--- config.mk ---
export PLATFORM = sky130hd
export DESIGN_NAME = adder_result_fifo
export DESIGN_NICKNAME = d
export VERILOG_FILES = /design/src/rtl/adder_result_fifo_pkg.sv /design/src/rtl/fifo_ptr.sv /design/src/rtl/adder_result_fifo.sv
export SDC_FILE = /design/constraint.sdc
export NUM_CORES = 1
export LEC_CHECK = 0
export BUFFER_PORTS_ARGS = -buffer_cell sky130_fd_sc_hd__buf_2
export CORE_MARGIN = 2
export CORE_UTILIZATION = 45
export DETAILED_ROUTE_END_ITERATION = 12
export PLACE_DENSITY_LB_ADDON = 0.05
export SYNTH_ARGS = -nofsm -noshare
export SYNTH_HDL_FRONTEND = slang
export SYNTH_SLANG_ARGS = --single-unit
--- constraint.sdc ---
create_clock -name clock -period 2.1 [get_ports clock]
set_input_delay 0.42 -clock clock [delete_from_list [all_inputs] [get_ports clock]]
set_output_delay 0.42 -clock clock [all_outputs]
set_load 0.02 [all_outputs]
--- src/rtl/adder_result_fifo_pkg.sv ---
// Shared constants for the adder result path.
//   ADDER_DATA_WIDTH : adder result word width, the same value the adder uses
//   FIFO_DEPTH       : result FIFO entries (power of two, >= 2)
//   FIFO_PTR_W       : log2(FIFO_DEPTH), FIFO pointer width
package adder_result_fifo_pkg;

  localparam int unsigned ADDER_DATA_WIDTH = 8;
  localparam int unsigned FIFO_DEPTH       = 4;
  localparam int unsigned FIFO_PTR_W       = 2;

endpackage

--- src/rtl/fifo_ptr.sv ---
// Wrapping FIFO pointer register.
//   clock   : system clock, rising edge
//   reset_n : synchronous active-low reset, pointer returns to 0
//   inc     : advance the pointer by one this edge
//   ptr     : current pointer value, wraps from 2**PTR_W-1 to 0
module fifo_ptr #(
  parameter int unsigned PTR_W = 2
) (
  input  logic             clock,
  input  logic             reset_n,
  input  logic             inc,
  output logic [PTR_W-1:0] ptr
);

  logic [PTR_W-1:0] ptr_q;

  always_ff @(posedge clock) begin
    if (!reset_n) begin
      ptr_q <= '0;
    end else if (inc) begin
      // Natural binary wrap; full/empty is tracked by the owner's count.
      ptr_q <= ptr_q + PTR_W'(1);
    end
  end

  assign ptr = ptr_q;

endmodule

--- src/rtl/adder_result_fifo.sv ---
// Circular FIFO capturing registered adder results for a stalling consumer.
//   clock, reset_n        : system clock, synchronous active-low reset
//   in_valid/in_data      : adder result strobe and word
//   in_ready              : high while not full
//   out_valid/out_data    : head entry, valid while not empty
//   out_ready             : consumer takes the head this cycle
//   count                 : number of stored entries, 0..DEPTH
//   overflow / clear_ovf  : sticky write-while-full flag and its clear
module adder_result_fifo
  import adder_result_fifo_pkg::*;
#(
  parameter int unsigned DATA_WIDTH = ADDER_DATA_WIDTH,
  parameter int unsigned DEPTH      = FIFO_DEPTH,
  parameter int unsigned PTR_W      = FIFO_PTR_W
) (
  input  logic                  clock,
  input  logic                  reset_n,
  input  logic                  in_valid,
  input  logic [DATA_WIDTH-1:0] in_data,
  output logic                  in_ready,
  output logic                  out_valid,
  output logic [DATA_WIDTH-1:0] out_data,
  input  logic                  out_ready,
  output logic [PTR_W:0]        count,
  output logic                  overflow,
  input  logic                  clear_ovf
);

  localparam logic [PTR_W:0] CountFull = (PTR_W+1)'(DEPTH);

  logic [DATA_WIDTH-1:0] mem_q [DEPTH];
  logic [PTR_W-1:0]      wr_ptr;
  logic [PTR_W-1:0]      rd_ptr;
  logic [PTR_W:0]        count_q, count_d;
  logic                  ovf_q, ovf_d;
  logic                  push, pop;

  // Flags come only from registered count, so no input reaches them combinationally.
  assign in_ready  = (count_q != CountFull);
  assign out_valid = (count_q != '0);
  assign push      = in_valid & in_ready;
  assign pop       = out_valid & out_ready;

  fifo_ptr #(
    .PTR_W (PTR_W)
  ) u_wr_ptr (
    .clock   (clock),
    .reset_n (reset_n),
    .inc     (push),
    .ptr     (wr_ptr)
  );

  fifo_ptr #(
    .PTR_W (PTR_W)
  ) u_rd_ptr (
    .clock   (clock),
    .reset_n (reset_n),
    .inc     (pop),
    .ptr     (rd_ptr)
  );

  // Storage is not reset; pointers and count define what is meaningful.
  always_ff @(posedge clock) begin
    if (reset_n && push) begin
      mem_q[wr_ptr] <= in_data;
    end
  end

  assign out_data = mem_q[rd_ptr];

  always_comb begin
    count_d = count_q;
    unique case ({push, pop})
      2'b10:   count_d = count_q + (PTR_W+1)'(1);
      2'b01:   count_d = count_q - (PTR_W+1)'(1);
      default: count_d = count_q;
    endcase
  end

  // A new overflow event beats a simultaneous clear.
  always_comb begin
    ovf_d = ovf_q;
    if (in_valid && !in_ready) begin
      ovf_d = 1'b1;
    end else if (clear_ovf) begin
      ovf_d = 1'b0;
    end
  end

  always_ff @(posedge clock) begin
    if (!reset_n) begin
      count_q <= '0;
      ovf_q   <= 1'b0;
    end else begin
      count_q <= count_d;
      ovf_q   <= ovf_d;
    end
  end

  assign count    = count_q;
  assign overflow = ovf_q;

endmodule
### Yosys cells after proc, flatten, opt, wreduce, memory -nomap -nowiden

Memory sizes are Yosys's and may differ from the RTL's. A register that Yosys moved wholly into a read port is not among the register bits.
Index checks and enable logic that the tools add are counted.

| word-level totals | value |
|---|---|
| register bits | 8 |
| bits in writable memories | 32 |
| memories kept | 1 |

| operators by class | value |
|---|---|
| add/sub/neg operators | 4 |
| equality and inequality tests | 3 |
| mux-type cells | 7 |
| bitwise operators | 2 |
| reductions and logical operators | 6 |

Memories:

| memory | words | bits a word | rd ports | clocked after memory_dff | wr ports | RTL line | text |
|---|---|---|---|---|---|---|---|
| mem_q | 4 | 8 | 1 | 1 | 1 | adder_result_fifo.sv:31 | `logic [DATA_WIDTH-1:0] mem_q [DEPTH];` |

Operators by type and width:

| operator | count |
|---|---|
| $pmux 3 s2 | 1 |
| $add 2x1->2 const B | 2 |
| $mux 1 | 4 |
| $mux 2 | 2 |
| $reduce_bool 2->1 | 2 |
| $add 3x1->3 const B | 1 |
| $ne 3x3->1 const B | 1 |
| $reduce_bool 3->1 | 1 |
| $sub 3x1->3 const B | 1 |
| $and 1x1->1 | 2 |
| $eq 2x1->1 const B | 1 |
| $eq 2x2->1 const B | 1 |
| $logic_and 1x1->1 | 2 |
| $logic_not 1->1 | 1 |

### Logic depth before layout (Yosys ltp)

Gate-level depths: netlist of run 1.

| depth | value |
|---|---|
| word-level depth | 5 |
| mapped depth | 9 |
| depth with buffers taken out | 9 |

### By module

Synthesis of run 1 repeated with hierarchy kept, for this count alone.

| unflattened totals | value |
|---|---|
| cells, all modules | 92 |
| area total of the unflattened synthesis | 1589.0 um2 |

By module, submodules not included:

| module | times used | cells each | area an instance (um2) | seq. area each (um2) |
|---|---|---|---|---|
| adder_result_fifo | 1 | 76 | 1431.4 | 1041.0 |
| fifo_ptr | 2 | 8 | 78.8 | 40.0 |

### Worst setup path after synthesis of run 1

OpenSTA, ideal clock, no wires.

| timing | value |
|---|---|
| path type | reg-to-reg |
| start | reg count_q[0] (netlist: count[0]) |
| end | reg count_q[2] (netlist: count[2]) |
| setup time | 76 ps |
| data arrival time | 1972 ps |
| required time | 2024 ps |
| slack | 53 ps |
| stages on the path, launching flop included | 10 |
| buffers on the path | 0 |
| clock period less this slack | 2047 ps |
| cell sequence | dfxtp_1 nor2_2 a21boi_4 inv_1 ha_1 inv_1 fa_1 xor2_1 or3_1 a21boi_0 |

| between the ends | value |
|---|---|
| cells in the longest elaborated chain, start to end | 4 |
| elaborated cells between the ends (all ways) | 10 |
| classes of those cells | 2 x add/sub; 3 x eq/ne; 1 x mux; 2 x bitwise; 2 x reduce/logical |

RTL lines:

| element | RTL line | text |
|---|---|---|
| start: declaration | adder_result_fifo.sv:34 | `logic [PTR_W:0] count_q, count_d;` |
| start signal: assignment | adder_result_fifo.sv:95 | `count_q <= count_d;` |
| $ne 3x3->1 / $reduce_bool 3->1 (equally long branches) | adder_result_fifo.sv:39, adder_result_fifo.sv:40 |  |
| $and 1x1->1 (on tied branches) | adder_result_fifo.sv:41, adder_result_fifo.sv:42 |  |
| $eq 2x1->1 / $eq 2x2->1 (equally long branches) | adder_result_fifo.sv:73 | `unique case ({push, pop})` |
| $pmux 3 s2 / $reduce_bool 2->1 (equally long branches) | -- |  |

Several ways; a longest one is shown, not always the timed one.
A chain may end at the register's enable or synchronous reset.

==> impl_results.md, run 1 <==
* Status: completed
* Synth Area in XOR/XNOR at 0.02042
* Via density at 4.868
* Period utilization at 0.9349
* Vias in the first global route at 903
* Initial core utilization at 0.4686
* Number of diodes at 0
* Number of max-cap violations at 0
* Sink Count at 42
* Portion of netlist area occupied by mux cells at 0.1167
* CP Data Arrival Time at 1.54 ns
* H-tree Lvls at 2
* Hold Crit Class: in -> reg
* Post-Synth Simple-Gate Area at 0.06127
* Worst vdd ir at 533.0 uV
* IO Port Bufs at 26
* Iter 0 DRT Violations at 44
* Power density over the cells at 1118 nW/um^2
* # setup viols final at 0
* Sw frac at 0.3126
* FP Rows at 22
* CP required at 1.68 ns
* Adder-cell share of the synthesized area at 0.04814
* DR vias at 886
* Post-Syn Area at 1715 sq um
* Synthesized instance count at 99
* Final setup margin at 0.1368 ns
* Pre-antenna DRT Iters at 4
* Synthesized area per cell at 17.33 sq um
* Final WL at 2672 um
* Hpwl dp at 1881 um
* Worst slew margin at 0.7044
* Clock power frac at 0.213
* Total power at 0.002245 W
* Worst-path fanout max at 7
* Worst slew pin tran at 0.4434 ns
* Met3 Use GR at 0.03596
* Yosys top cell by area: edfxtp_1
* Largest family of logic cells by synthesized area: multiplexers
* Ports at 27
* Area share of the largest cell type after synthesis at 0.5602
* R2R Path Start: count[0]
* Static Leak at 0.7445 nW
* CP Launch Type: flop
* Compound-Gate Fraction of Synth Area at 0.04741
* Post-route DRC at 0
* Design area at 2007 sq um
* CTS max path bufs at 2
* Int Power at 0.001543 W
* #FFs+latches synth at 42
* Layout Nets at 152
* Netlist cell types at 25
* Worst-path clk slew at 0.07 ns
* Core outline area at 3661 sq um
* Worst-Skew Late Latency at 0.29 ns
* Met1 usage at 0.1719
* Final Skew at 0.006615 ns
* Met2 Track Usage GR at 0.2424
* TritonCTS buffer count at 5
* Antenna violations before repair at 0
* Worst slack, placed at 0.09003 ns
* Dpl cell area at 1919 sq um
* Warnings from Yosys at 0
* Switch Pwr at 0.0007016 W
* Setup Buffers After CTS at 0
* DIE HEIGHT at 65.74 um
* Slew Viols, Final at 0
* Pin count of the biggest net entering global routing at 16
* Post-synthesis sequential area ratio at 0.6769
* Most frequent cells in the layout: 32 x edfxtp_1, 26 x buf_2, 9 x dfxtp_1, 8 x mux4_2, 7 x inv_1
* Final ANT Viol Nets at 0
* Root buf cell: clkbuf_8
* CTS tree: built
* Area grow syn2layout at 16.99%
* Synth area leaders: edfxtp_1 56%, dfxtp_1 12%, mux4_2 11%
* Post-Synthesis Net Count at 118
* Worst setup EP type: output port
* Gr busiest metal: met2
* First-pass GRT wire length at 4395 um
* Period minus WS final at 1.963 ns
* GRT Util Overall at 0.1452
* Share of cells above drive strength 1 at 0.3806
* Die Wd at 65.74 um
* Worst Hold Launch: in_data[3]
* Seq pwr share at 0.473
* Logic gate share of total power at 0.313
* Die ar. at 4322 sq um
* GRT overflow at 0
* Commonest non-fill, non-tap cell in the layout: edfxtp_1
* Final RePlAce weighted congestion at 0.7530
* Hold violation count in the final report at 0
* Setup CP Type: reg -> out
* WL/cell at 14.68 um
* FMAX at 509.4 MHz
## metrics by stage
stage	hold WS, ns	cells	utilization	setup TNS (ns)
2_1_floorplan	0.4677	99	-	0
3_3_place_gp	0.4859	174	0.5243	0
3_5_place_dp	0.4911	174	0.5243	0
4_1_cts	0.3387	182	0.5465	0
5_1_grt	0.3429	182	0.5482	-0.001368
6_report	0.3506	182	0.5482	0
## sequential cells by signal, indices dropped and copies added, names as in the netlist, named ones only
name and count:
u_rd_ptr.ptr 2, u_wr_ptr.ptr 2, overflow 1, mem_q 32, count 3
## cell type report
cell class	count	area [sq um]
multi-input cells	46	509.2
fillers	289	1654
repair buffers	31	167.7
well taps	48	60.06
inverters	7	26.28
flip-flops and latches	42	1162
clock buffers	6	72.57
clock inverters	2	8.758
## critical path, cell delays in order, from the launching register on
cell	delay [ns]
dfxtp_1	0.36
buf_4	0.21
mux4_2	0.52
buf_2	0.18
## Yosys cell counts, drive strengths merged
cell type and instances:
xor2 1, nand2 6, o31a 1, nor2b 3, o21ai 2, o311ai 1
a32oi 1, edfxtp 32, a21boi 2, mux2i 2, inv 7, buf 4
ha 5, or3 2, dfxtp 10, xnor2 3, and3 4, fa 1
nor2 1, and2 3, mux4 8
## per-layer routing
layer / up-vias / share of wire
met3: 5 / 0.043
li1: 432 / -
met4: 0 / 0.016
met1: 427 / 0.43
met2: 22 / 0.51
met5: - / 0
## worst paths after layout
kind / end / slack (ns) / cells after the start
setup / recovery: out_data[4] / 0.14 / 3
hold reg to reg: u_wr_ptr.ptr[1] / 0.50 / 2
setup reg to reg: count[2] / 0.14 / 7
hold / removal: mem_q[3][3] / 0.35 / 1
## power groups by stage
stage                     registers (W)  clock network (W)  logic [W]
after floorplan                 0.00107                  0   0.000504
after global placement          0.00107                  0   0.000711
after detailed placement        0.00108                  0   0.000712
after CTS                       0.00106           0.000495   0.000719
after global routing            0.00108           0.000534   0.000778
final                           0.00106           0.000479   0.000703
## repair_timing
item,in CTS,in global routing
endpoints found under the setup margin,0,1
gates resized for setup,0,2
hold buffers,0,0
endpoints found under the hold margin,0,0
## logic make-up (layout without fill, tap and decap cells)
logic type / after synthesis / in the layout
flip-flops: 42 / 42
multiplexers: 10 / 10
AND/OR/NAND/NOR: 19 / 19
AO/OA/AOI/OAI: 7 / 7
buffers and inverters: 11 / 46
XOR/XNOR: 4 / 4
adder cells (fa/ha/maj): 6 / 6
Power figures use the tool's default switching activity.
==> run 2: changes to the inputs <==
==> constraint.sdc (replaced) <==
create_clock -name clock -period 1.65 [get_ports clock]
set_input_delay 0.33 -clock clock [delete_from_list [all_inputs] [get_ports clock]]
set_output_delay 0.33 -clock clock [all_outputs]
set_load 0.02 [all_outputs]
==> run 2 against run 1 <==
Effect of this change: largest power group unchanged; core utilization is 9.1 points higher; cell count up 8.2%; highest routed layer unchanged; clock-buffer cell count down 1; largest cell class unchanged; sequential share of layout area is 7.7 points lower; the run now ends with setup timing left; routed wire length up 4.3%.
==> impl_results.md, run 2 (synthesis gave the netlist of run 1 again) <==
* Final setup margin at -0.1410 ns (-0.2778 ns)
* Slowest CP cell: dfxtp_4
* Setup CP Type: reg -> reg
* Area grow syn2layout at 36.32%
* CTS max path bufs at 2 (unchanged)
* Pre-antenna DRT Iters at 4 (unchanged)
* Period utilization at 1.085
* H-tree Lvls at 2 (unchanged)
* First-pass GRT wire length at 4678 um (+6.4%)
* Dpl cell area at 2098 sq um (+9.3%)
* Pin count of the biggest net entering global routing at 16 (unchanged)
* Number of max-cap violations at 0 (unchanged)
* Worst slew pin tran at 0.2375 ns (-0.2058 ns)
* Die ar. at 4322 sq um (unchanged)
* Die Wd at 65.74 um (unchanged)
* Commonest non-fill, non-tap cell in the layout: edfxtp_1
* Root buf cell: clkbuf_8
* Status: finished with violations
* DIE HEIGHT at 65.74 um (unchanged)
* CTS tree: built
* Antenna violations before repair at 0 (unchanged)
* Number of diodes at 0 (unchanged)
* WL/cell at 14.15 um (-3.6%)
* # setup viols final at 10 (+10)
* TritonCTS buffer count at 5 (unchanged)
* Final Skew at 0.008708 ns (+0.002092 ns)
* Footprint of the multi-input gates at 539.3 sq um (+5.9%)
* IO Port Bufs at 26 (unchanged)
* Worst-path clk slew at 0.08 ns (about the same)
* Layout Nets at 167 (+9.9%)
* Worst vdd ir at 1021 uV (+92%)
* Slew Viols, Final at 0 (unchanged)
* Met3 Use GR at 0.05137 (+0.01541)
* DR vias at 935 (+5.5%)
* Cell mode on critical path: inv_2
* Utilization after layout at 0.6388 (+0.09057)
* Design area at 2338 sq um (+17%)
* Initial core utilization at 0.4686 (unchanged)
* Gr busiest metal: met2
* Top reg by flops: mem_q
* Most frequent cells in the layout: 32 x edfxtp_1, 17 x buf_2, 13 x buf_6, 12 x buf_4, 8 x mux4_2
* Sequential Area at 1174 sq um (+0.97%)
* GRT overflow at 0 (unchanged)
* Hold WS at 0.2464 ns (-0.1042 ns)
* Hpwl dp at 2031 um (+8.0%)
* FMAX at 558.3 MHz
* Failing checks: setup timing
* Met1 usage at 0.1697 (-0.002111)
* Worst slack, placed at -0.1673 ns (-0.2573 ns)
* Iter 0 DRT Violations at 38 (-14%)
* Share of cells above drive strength 1 at 0.5101 (+0.1295)
* Worst setup EP type: flop
* Worst-path fanout max at 4 (-3)
* Worst-Skew Late Latency at 0.30 ns (about the same)
* Final WL at 2787 um (+4.3%)
* Worst path max stage delay at 0.37 ns (-0.15 ns)
* FP Rows at 22 (unchanged)
* Final ANT Viol Nets at 0 (unchanged)
* Static Leak at 0.8889 nW (+19%)
* Period minus WS final at 1.791 ns
* GRT Util Overall at 0.1542 (+0.008949)
* Post-route DRC at 0 (unchanged)
* Fin cells at 197 (+8.2%)
* Vias in the first global route at 973 (+7.8%)
* Max reg flops at 32 (unchanged)
* Met2 Track Usage GR at 0.2639 (+0.02146)
* Ports at 27 (unchanged)
* Sink Count at 42 (unchanged)
* RSZ-0062 raised after global routing: yes
* Final RePlAce weighted congestion at 0.7143 (-5.1%)
* Hold Crit Class: in -> reg
* Hold-fix buffers, CTS at 0 (unchanged)
* Hold violation count in the final report at 0 (unchanged)
* Worst-path cell chain: nor2_4, a21boi_4, inv_2, ha_4, inv_2, fa_2, xor2_1, or3_1, a21boi_1
* CP Launch Type: flop
* CP Data Arrival Time at 2.01 ns (+0.47 ns)
* Core outline area at 3661 sq um (unchanged)
* Power density over the cells at 1535 nW/um^2 (+37%)
* CP required at 1.87 ns (+0.19 ns)
* Layout fillers at 264 (-8.7%)
* Via density at 4.746 (-2.5%)
* DP Cell Count at 186 (+6.9%)
* R2R setup slack at -0.14 ns (-0.28 ns)
* Worst slew margin at 0.8413 (+0.1369)
[run 2: stage by stage]
| step | total power, W | TNS, ns |
|---|---|---|
| after floorplan | 0.002075 | -0.1436 |
| after global placement | 0.002436 | -0.07223 |
| after detailed placement | 0.002459 | -0.1711 |
| after CTS | 0.003549 | -1.299 |
| after global routing | 0.003772 | -1.757 |
| final | 0.003590 | -1.124 |
[run 2: path summary, 6_finish.rpt]
check | depth (start not counted) | to | from
min | 1 | mem_q[3][6] | in_data[6]
max reg2reg | 9 | count[2] | count[1]
max | 9 | count[2] | count[1]
min reg2reg | 2 | u_wr_ptr.ptr[0] | u_wr_ptr.ptr[0]
[run 2: final cells by class]
| type | instances | share of cell area |
|---|---|---|
| flip-flops and latches | 42 | 0.5019 |
| multi-input cells | 46 | 0.2306 |
| repair buffers | 46 | 0.1717 |
| clock buffers | 5 | 0.02943 |
| clock inverters | 3 | 0.02943 |
| well taps | 48 | 0.02568 |
| inverters | 7 | 0.01124 |
[run 2: where the power goes]
| group | leakage [nW] | internal (W) | switching, W |
|---|---|---|---|
| clock | 0.0683 | 0.000606 | 0.000347 |
| combinational | 0.446 | 0.000716 | 0.000556 |
| sequential | 0.375 | 0.00126 | 0.000101 |
[run 2: timing repair]
item	CTS	global route
gates cloned	0	0
buffers inserted	2	2
pin swaps	2	3
endpoints found under the setup margin	11	11
resized for setup	14	12
[run 2: layer usage]
layer  part of all wire  vias up  wire length [um]
met3              0.043        5               119
met1               0.41      443              1134
met2               0.53       23              1469
met4              0.023        0                63
li1                   -      464                 -
met5                  0        -                 0
[run 2: critical path: cells and delay by family (launching register included)]
family	cells	cell delay (ns)
flops	1	0.37
simple gates	2	0.45
buf+inv	2	0.09
fa+ha+maj	2	0.45
compound gates	2	0.21
xor+xnor	1	0.15
